[src/rtl/edge_event_capture.sv]
// edge_event_capture: per-channel rising/falling edge detector with sticky
// capture bits, write-1-to-clear, overflow flags, arm/one-shot control and a
// saturating count of newly captured edges.
module edge_event_capture #(
   parameter int WIDTH = 32,
   parameter int CNT_W = 8
) (
   input  logic             clk,
   input  logic             reset,
   input  logic [WIDTH-1:0] data_i,
   input  logic [WIDTH-1:0] rise_en_i,
   input  logic [WIDTH-1:0] fall_en_i,
   input  logic             arm_i,
   input  logic             oneshot_i,
   input  logic [WIDTH-1:0] clear_i,
   input  logic             cnt_clr_i,
   output logic [WIDTH-1:0] edge_o,
   output logic [WIDTH-1:0] ovf_o,
   output logic [CNT_W-1:0] evt_cnt_o,
   output logic             armed_o,
   output logic             irq_o
);

   localparam int PC_W  = $clog2(WIDTH + 1);
   localparam int SUM_W = ((CNT_W > PC_W) ? CNT_W : PC_W) + 1;
   localparam logic [SUM_W-1:0] CNT_MAX = SUM_W'({CNT_W{1'b1}});

   typedef enum logic [0:0] {IDLE, ARMED} state_t;

   state_t           state_q, state_d;
   logic [WIDTH-1:0] data_q;
   logic             prime_q;
   logic [WIDTH-1:0] edge_q, edge_d;
   logic [WIDTH-1:0] ovf_q, ovf_d;
   logic [CNT_W-1:0] cnt_q, cnt_d;
   logic [WIDTH-1:0] hit, cap, new_hit;

   // Number of set bits in a channel vector.
   function automatic logic [PC_W-1:0] popcount(input logic [WIDTH-1:0] v);
      logic [PC_W-1:0] n;
      n = '0;
      for (int i = 0; i < WIDTH; i++) begin
         n = n + PC_W'(v[i]);
      end
      return n;
   endfunction

   // Add an increment to the counter, clamping at all-ones instead of wrapping.
   function automatic logic [CNT_W-1:0] sat_add(input logic [CNT_W-1:0] a,
                                                input logic [PC_W-1:0]  b);
      logic [SUM_W-1:0] s;
      s = SUM_W'(a) + SUM_W'(b);
      if (s > CNT_MAX) begin
         return '1;
      end
      return s[CNT_W-1:0];
   endfunction

   // Edge detection, sticky capture with W1C (a new hit beats a clear), overflow and count.
   always_comb begin
      hit     = '0;
      if (prime_q) begin
         hit = (rise_en_i & data_i & ~data_q) | (fall_en_i & ~data_i & data_q);
      end
      cap     = hit & {WIDTH{state_q == ARMED}};
      new_hit = cap & (~edge_q | clear_i);
      edge_d  = new_hit | (edge_q & ~clear_i);
      ovf_d   = (cap & edge_q & ~clear_i) | (ovf_q & ~clear_i);
      cnt_d   = sat_add(cnt_clr_i ? '0 : cnt_q, popcount(new_hit));
   end

   // Arm/one-shot next state: one-shot drops back to IDLE after the first capturing cycle.
   always_comb begin
      state_d = state_q;
      case (state_q)
         IDLE:    if (arm_i) state_d = ARMED;
         ARMED:   if (oneshot_i && (|new_hit)) state_d = IDLE;
         default: state_d = IDLE;
      endcase
   end

   // FSM state register.
   always_ff @(posedge clk) begin
      if (reset) begin
         state_q <= IDLE;
      end else begin
         state_q <= state_d;
      end
   end

   // Input history, priming flag, sticky bits and counter; the first cycle after reset only primes.
   always_ff @(posedge clk) begin
      if (reset) begin
         data_q  <= '0;
         prime_q <= 1'b0;
         edge_q  <= '0;
         ovf_q   <= '0;
         cnt_q   <= '0;
      end else begin
         data_q  <= data_i;
         prime_q <= 1'b1;
         edge_q  <= edge_d;
         ovf_q   <= ovf_d;
         cnt_q   <= cnt_d;
      end
   end

   assign edge_o    = edge_q;
   assign ovf_o     = ovf_q;
   assign evt_cnt_o = cnt_q;
   assign armed_o   = (state_q == ARMED);
   assign irq_o     = |edge_q;

endmodule

[config.mk]
export PLATFORM = sky130hd
export DESIGN_NAME = edge_event_capture
export DESIGN_NICKNAME = d
export VERILOG_FILES = /design/src/rtl/edge_event_capture.sv
export SDC_FILE = /design/constraint.sdc
export NUM_CORES = 1
export LEC_CHECK = 0
export ABC_AREA = 1
export BUFFER_PORTS_ARGS = -buffer_cell sky130_fd_sc_hd__buf_2
export CELL_PAD_IN_SITES_DETAIL_PLACEMENT = 1
export CELL_PAD_IN_SITES_GLOBAL_PLACEMENT = 2
export CORE_MARGIN = 4
export CORE_UTILIZATION = 27
export CTS_BUF_LIST = sky130_fd_sc_hd__clkbuf_8
export CTS_CLUSTER_SIZE = 20
export DETAILED_ROUTE_END_ITERATION = 10
export PLACE_DENSITY_LB_ADDON = 0.15
export REMOVE_ABC_BUFFERS = 1
export SLEW_MARGIN = 20
export SYNTH_ARGS = -nofsm -noshare
export SYNTH_HDL_FRONTEND = slang
export SYNTH_SLANG_ARGS = --single-unit
[constraint.sdc]
create_clock -name clk -period 7.9 [get_ports clk]
set_clock_uncertainty 0.1 [all_clocks]
set_input_delay 1.58 -clock clk [delete_from_list [all_inputs] [get_ports clk]]
set_output_delay 1.58 -clock clk [all_outputs]
set_load 0.01 [all_outputs]
==> results of run 1 <==
-- kinds of logic (layout without fill, tap and decap cells) --
group	Yosys count	after routing	share of synthesized area, %
AOI/OAI and AO/OA	84	84	7.86
adders and majority gates	42	42	12.5
DFF	106	106	36.8
buffers and inverters	192	397	13.4
xor gates and xnor gates	5	5	0.760
and+or+nand+nor	380	380	28.6
-- cells in the final DEF (no fill, tap or decap), types with 2 or more instances in the layout --
cell type,n
fa_1,26
buf_2,205
nand4_2,11
inv_1,173
clkbuf_8,9
clkinv_2,2
o21ai_1,8
nor2_1,109
dfxtp_1,106
a21oi_1,42
o21a_1,2
nand2_2,2
a21o_1,2
xnor2_1,4
nand4_1,25
nand2_1,191
buf_4,3
nor4_1,4
ha_1,16
o211a_1,2
nand3_1,37
o21ai_0,24
-- area by class of cell --
| cell class | count | area, µm² | share of cell area (%) |
|---|---|---|---|
| Sequential cell | 106 | 2120 | 29.5 |
| Timing Repair Buffer | 208 | 1050 | 14.6 |
| Tap cell | 275 | 344 | 4.78 |
| Multi-Input combinational cell | 511 | 2870 | 39.8 |
| Clock inverter | 5 | 33.8 | 0.469 |
| Inverter | 175 | 661 | 9.18 |
| Clock buffer | 9 | 124 | 1.72 |
-- synth_stat cells --
master	instances	area share (%)
a21o_1	2	0.26
a21o_2	1	0.15
a21oi_1	42	3.6
a21oi_2	1	0.15
a31oi_1	1	0.11
a32oi_1	1	0.15
buf_2	2	0.17
buf_6	6	1.2
clkbuf_1	9	0.59
clkinv_2	1	0.087
dfxtp_1	106	37
fa_1	26	9.0
ha_1	16	3.5
inv_1	172	11
inv_2	1	0.065
inv_4	1	0.11
nand2_1	191	12
nand2_2	2	0.22
nand3_1	37	3.2
nand4_1	25	2.7
nand4_2	11	2.4
nor2_1	109	7.1
nor2_2	1	0.11
nor4_1	4	0.43
o211a_1	2	0.35
o21a_1	2	0.26
o21ai_0	24	2.1
o21ai_1	8	0.70
xnor2_1	4	0.61
xor2_1	1	0.15
-- flip-flops by register name, summed over array words and instances, names as in the netlist --
register and count:
edge_o 32, evt_cnt_o 8, data_q 32, ovf_o 32, armed_o 1, prime_q 1
-- final timing paths --
kind,to,depth (start not counted)
hold reg to reg,ovf_o[2],1
hold / removal,ovf_o[2],1
setup / recovery,evt_cnt_o[7],24
setup reg to reg,evt_cnt_o[7],22
-- per-layer routing --
metal | vias to the layer above | global-route usage [%] | wire length (µm) | share of wire, %
met5 | - | 0 | 0 | 0
met4 | 0 | 3.53 | 178 | 1.0
met3 | 11 | 4.48 | 1300 | 7.3
met2 | 138 | 24.5 | 7880 | 45
met1 | 2412 | 19.6 | 8340 | 47
li1 | 2873 | - | - | -
-- power groups by stage --
stage               combinational [mW]  clock (mW)  sequential, mW
finish                           0.282       0.310           0.568
global route                     0.332       0.350           0.572
CTS                              0.294       0.327           0.569
detailed placement               0.291           0           0.581
global placement                 0.288           0           0.581
floorplan                        0.165           0           0.584
-- worst max-delay path: stages --
cell and delay [ns]:
buf_2 0.11, inv_1 0.06, nand2_1 0.05, nand2_1 0.07
nand4_1 0.20, fa_1 0.63, fa_1 0.45, fa_1 0.51
fa_1 0.50, fa_1 0.49, inv_1 0.05, fa_1 0.49
fa_1 0.19, inv_1 0.06, fa_1 0.45, inv_1 0.07
nand3_1 0.06, nand2_1 0.12, nand4_1 0.09, nand2_1 0.13
clkinv_2 0.11, nand2_1 0.07, o21ai_1 0.05, inv_1 0.06
==> parameters.txt, run 1 <==
Parameter                              Value

Logic synthesis
  Synthesized cell area    5760 µm²
  Sequential-to-total area share from yosys stat    36.8%
  Ys Warns    0
  Number of unique standard cell types used by synthesis    30
  FF+latch count, synth    106
  Mean area per synthesized cell    just over 7 µm²
  Cell count after synthesis    809

Power
  Areal power density over the cells    161 nW/µm²
  Maximum VDD drop    71.7 µV
  Relative contribution of combinational cells to total power    24.3%
  Psw    376 µW
  Leakage    3.92 nW
  Register share of total power    49.0%
  Portion of total power attributed to the clock network    a little over a quarter
  Internal power component    slightly below 800 µW
  Switching power as a share of total power    32.4%
  Overall Power    1.16 mW

STA
  Endpoints failing hold    0
  Maximum operating frequency    156 MHz
  Worst-case headroom to the max-slew limit    51.0%
  Number of max-slew violations in the final report    0
  Transition time of the tightest slew-check pin    0.736 ns
  Setup-violating endpoint count in the final report    0
  Post-route worst hold slack    around 0.37 ns
  Setup TNS    0 ns
  Setup ws final    about 1.5 ns
  Share of the cycle needed by the critical path after routing    81.2%
  Clock period minus final worst setup slack    6.42 ns
  Unrepaired setup endpoints after global routing    no

Place
  Dpl cell area    7040 µm²
  HPWL after DPL    14.6 mm
  Count of buffers inserted at the top-level ports    206
  GPL Wtd Cong    0.750
  Worst Setup Slack post-DPL    1.03 ns
  Dpl cells    1275

Hold path
  Worst Min Path Start    ovf_o[2]
  Classification of the worst-slack hold path    register to register

Worst setup path
  CP arrival    6.65 ns
  Flop-to-flop setup slack    2.04 ns
  Biggest fanout along the worst timing path    6
  Launch point of the worst reg-to-reg path    armed_o
  Timing startpoint of the critical path    data_i[21]
  Critical path type    input port to register
  Worst Setup Start Kind    input port
  Type of destination of the critical path    register
  Critical path required time    8.13 ns

Global routing
  Vias in the first global route    roughly 5.8k
  Maximum number of pins on one net before global-route repair    65
  Antenna violations before repair    0
  Remaining Overflow, GRT    0
  Gr usage total    around 15%
  Wire length of the first global-routing pass    roughly 29 mm

Finish
  Syn-to-layout area delta    25.0%
  Final standard cell count with taps included and fillers excluded    1289
  Post-route cell area    7200 µm²
  N_diodes    0
  Proportion of layout cells with a drive suffix above 1    23.7%
  Share of the core filled with cells in the final layout    between 30% and 40%
  Nets    between 1k and 1.5k
  Filler cell count in the final layout    2732

Drt
  Antenna Violating Nets Remaining    0
  Vias/cell    4.22
  Number of DRC markers in iteration 0    147
  Post-detailed-route DRC marker count    0
  Final WL    17.7 mm
  Routed wirelength normalized by instance count    13.7 µm
  Total via count after detailed routing    5434
  Pre-antenna DRT Iters    4

Clock tree
  Max clock buf depth    2
  Hold-fix buffers at CTS    0
  Buffers inserted by post-CTS timing repair    0
  Clock Latency Late Sink    0.39 ns
  Buffer cell driving the clock tree root    clkbuf_8
  # resized after CTS    0
  Clock tree from TritonCTS    yes
  Clock tree sinks    106
  Number of buffers inserted during clock tree synthesis    9
  Clock slew at reported path FFs    0.09 ns
  H-tree depth    3

Job
  Max Cap Viol    0

Floorplan
  Die H    154 µm
  Boundary Pins    about 210
  Standard cell core area    21000 µm²
  Die span in x    about 150 µm
  Die area    23700 µm²
  Initial Utilization    27.4%
  Site row count    53

Run status
  Result of the run    complete, no violations
No activity file was read; power rests on OpenSTA's default activity.
==> run 2, diff against run 1 <==
--- a/config.mk
+++ b/config.mk
@@ -5,12 +5,12 @@
 export SDC_FILE = /design/constraint.sdc
 export NUM_CORES = 1
 export LEC_CHECK = 0
-export ABC_AREA = 1
+export ABC_AREA = 0
 export BUFFER_PORTS_ARGS = -buffer_cell sky130_fd_sc_hd__buf_2
 export CELL_PAD_IN_SITES_DETAIL_PLACEMENT = 1
 export CELL_PAD_IN_SITES_GLOBAL_PLACEMENT = 2
 export CORE_MARGIN = 4
-export CORE_UTILIZATION = 27
+export CORE_UTILIZATION = 26
 export CTS_BUF_LIST = sky130_fd_sc_hd__clkbuf_8
 export CTS_CLUSTER_SIZE = 20
 export DETAILED_ROUTE_END_ITERATION = 10
==> constraint.sdc (replaced) <==
create_clock -name clk -period 5.72 [get_ports clk]
set_clock_uncertainty 0.1 [all_clocks]
set_input_delay 1.144 -clock clk [delete_from_list [all_inputs] [get_ports clk]]
set_output_delay 1.144 -clock clk [all_outputs]
set_load 0.01 [all_outputs]
==> run 2 against run 1 <==
Compared with the run above: the flow now finishes with violations (setup timing); synthesized area fell by 6.5%; clock power up 82%; via count fell by 3.6%.
==> parameters.txt, run 2 <==
Parameter                              Value

Global routing
  Remaining Overflow, GRT    0
  Vias in the first global route    5858
  Gr usage total    roughly 17%
  Maximum number of pins on one net before global-route repair    57
  Wire length of the first global-routing pass    31.3 mm
  Antenna violations before repair    2

Logic synthesis
  Mean area per synthesized cell    9.06 µm²
  Number of unique standard cell types used by synthesis    43
  Post-synth EDFFs    0
  Post-synth top area cell    dfxtp_1
  Cell with the most instances after synthesis    dfxtp_1
  Most used standard cells in the synthesized netlist    106 x dfxtp_1, 88 x a21oi_1, 51 x inv_1
  Top cells by area, synth    dfxtp_1 39%, fa_1 9.7%, a21oi_1 8.2%
  FF+latch count, synth    106
  Async set-or-reset flop fraction in the synthesized netlist    0%
  Synthesized cell area    approximately 5400 µm²
  Ys Warns    0
  Leading register cell type out of synthesis    dfxtp_1
  Sequential-to-total area share from yosys stat    between 30 and 40%
  Share of Yosys cell area claimed by the top area cell type    39.4%
  Cell count after synthesis    594

Worst setup path
  Type of destination of the critical path    register
  CP arrival    around 6.3 ns
  Biggest fanout along the worst timing path    3
  Largest incremental delay on the critical path    around 0.58 ns
  Slowest-stage cell, CP    fa_1
  Critical path required time    5.85 ns
  Most common cell type on the critical path    fa_1
  Worst Setup Start Kind    input port
  Worst path cell trace    buf_6, nand3b_1, a21oi_2, nand2_1, fa_1, inv_2, fa_1, inv_1, fa_1, fa_1, fa_1, inv_1, fa_1, fa_2, inv_2, fa_2, nor2b_1, o21a_1, or2_4, nor4_4, a221oi_1
  Critical path type    input port to register

Power
  Maximum VDD drop    120 µV
  Areal power density over the cells    222 nW/µm²
  Leakage    3.45 nW

STA
  Transition time of the tightest slew-check pin    approximately 0.65 ns
  Maximum operating frequency    161 MHz
  Worst-case headroom to the max-slew limit    a little under three fifths
  Setup-violating endpoint count in the final report    8
  Setup ws final    -0.478 ns
  Setup TNS    -3.46 ns
  Endpoints failing hold    0
  Number of max-slew violations in the final report    0
  Share of the cycle needed by the critical path after routing    108%
  Unrepaired setup endpoints after global routing    yes
  Clock period minus final worst setup slack    about 6.2 ns

Drt
  Total via count after detailed routing    5240
  Post-detailed-route DRC marker count    0
  Antenna Violating Nets Remaining    0
  Vias/cell    between 4 and 5
  Pre-antenna DRT Iters    4
  Number of DRC markers in iteration 0    108
  Routed wirelength normalized by instance count    approximately 17 µm
  Final WL    19.7 mm

Floorplan
  Standard cell core area    ~20000 µm²
  Die area    23100 µm²
  Initial Utilization    between 20% and 30%
  Site row count    52
  Boundary Pins    207
  Die span in x    152 µm
  Die H    152 µm

Finish
  Share of the core filled with cells in the final layout    37.1%
  Syn-to-layout area delta    39.9%
  Nets    between 1k and 1.5k
  Commonest non-fill, non-tap cell in the layout    buf_2
  Proportion of layout cells with a drive suffix above 1    37.0%
  Post-route cell area    7530 µm²
  Filler cell count in the final layout    2472
  Area of the multi-input gates    3100 µm²
  Sequential Area    2120 µm²
  Most frequent cells in the layout    204 x buf_2, 106 x dfxtp_1, 75 x a21oi_1

Clock tree
  Hold-fix buffers at CTS    0
  Clock slew at reported path FFs    0.10 ns
  H-tree depth    3
  Clock tree from TritonCTS    yes
  Buffer cell driving the clock tree root    clkbuf_8
  Clock Latency Late Sink    0.39 ns
  Max clock buf depth    2
  Clock tree sinks    roughly 110
  Number of buffers inserted during clock tree synthesis    9

Place
  Worst Setup Slack post-DPL    -1.11 ns
  Count of buffers inserted at the top-level ports    206
  GPL Wtd Cong    roughly 0.74
  HPWL after DPL    16.0 mm
  Dpl cell area    7170 µm²

Hold path
  Classification of the worst-slack hold path    register to register

Run status
  Result of the run    finished with violations
  Violations in the final reports    setup timing

Job
  Max Cap Viol    0
run 2: cell count changes after synthesis, moves of 37 or more:
cell	before	now
nand2_1	191	44
nand3b_1	0	44
nand3_1	37	0
nor2_1	109	7
a21oi_1	42	88
inv_1	172	51
nor2b_1	0	42
run 2: cells by family after synthesis:
kind of cell    after synthesis  share of synthesized area (%)
fa+ha+maj                    42                           13.4
xor+xnor                      3                          0.488
buf+inv                      68                           4.93
compound gates              134                           15.1
flops                       106                           39.4
simple gates                241                           26.7
run 2: worst paths after layout:
path | start | end | slack, ns | depth (start not counted)
worst max-delay path | data_i[13] | evt_cnt_o[7] | -0.48 | 21
worst min-delay path | ovf_o[8] | ovf_o[8] | 0.38 | 1
worst max register to register | armed_o | evt_cnt_o[7] | -0.28 | 20
worst min register to register | ovf_o[8] | ovf_o[8] | 0.38 | 1
run 2: where the power goes:
group / switching [mW] / internal (mW)
combinational: 0.173 / 0.157
sequential: 0.0168 / 0.763
clock: 0.275 / 0.287
run 2: through the flow:
stage	hold slack [ns]	power [mW]	cells
3_3_place_gp	0.356	1.11	1116
6_report	0.379	1.67	1135
3_5_place_dp	0.358	1.11	1116
2_1_floorplan	0.405	0.944	577
5_1_grt	0.401	1.77	1135
4_1_cts	0.387	1.70	1134
run 2: layer usage:
metal  part of all wire [%]  global-route usage, %
met1                     45                   21.4
met3                    4.5                   3.47
met4                    1.4                   4.75
met2                     49                   28.8
met5                  0.061                      0
run 2: critical path, delay by kind of cell:
| family | cells | cell delay (ns) |
|---|---|---|
| simple gates | 5 | 0.83 |
| buf+inv | 5 | 0.31 |
| fa+ha+maj | 8 | 3.58 |
| compound gates | 3 | 0.47 |
run 2: repair_timing:
action / in CTS / in global routing
resized for setup: 19 / 12
endpoints found under the setup margin: 8 / 8
gates cloned: 0 / 0
pin swaps: 12 / 7
buffers inserted: 2 / 0
run 2: area by class of cell:
| cell class | instances | area share, % |
|---|---|---|
| tap | 270 | 4.48 |
| multi-input combinational | 420 | 41.1 |
| clock buffer | 9 | 1.64 |
| inverter | 51 | 2.54 |
| clock inverter | 7 | 1.46 |
| timing repair buffer | 271 | 20.5 |
| antenna | 1 | 0.0332 |
| sequential | 106 | 28.2 |
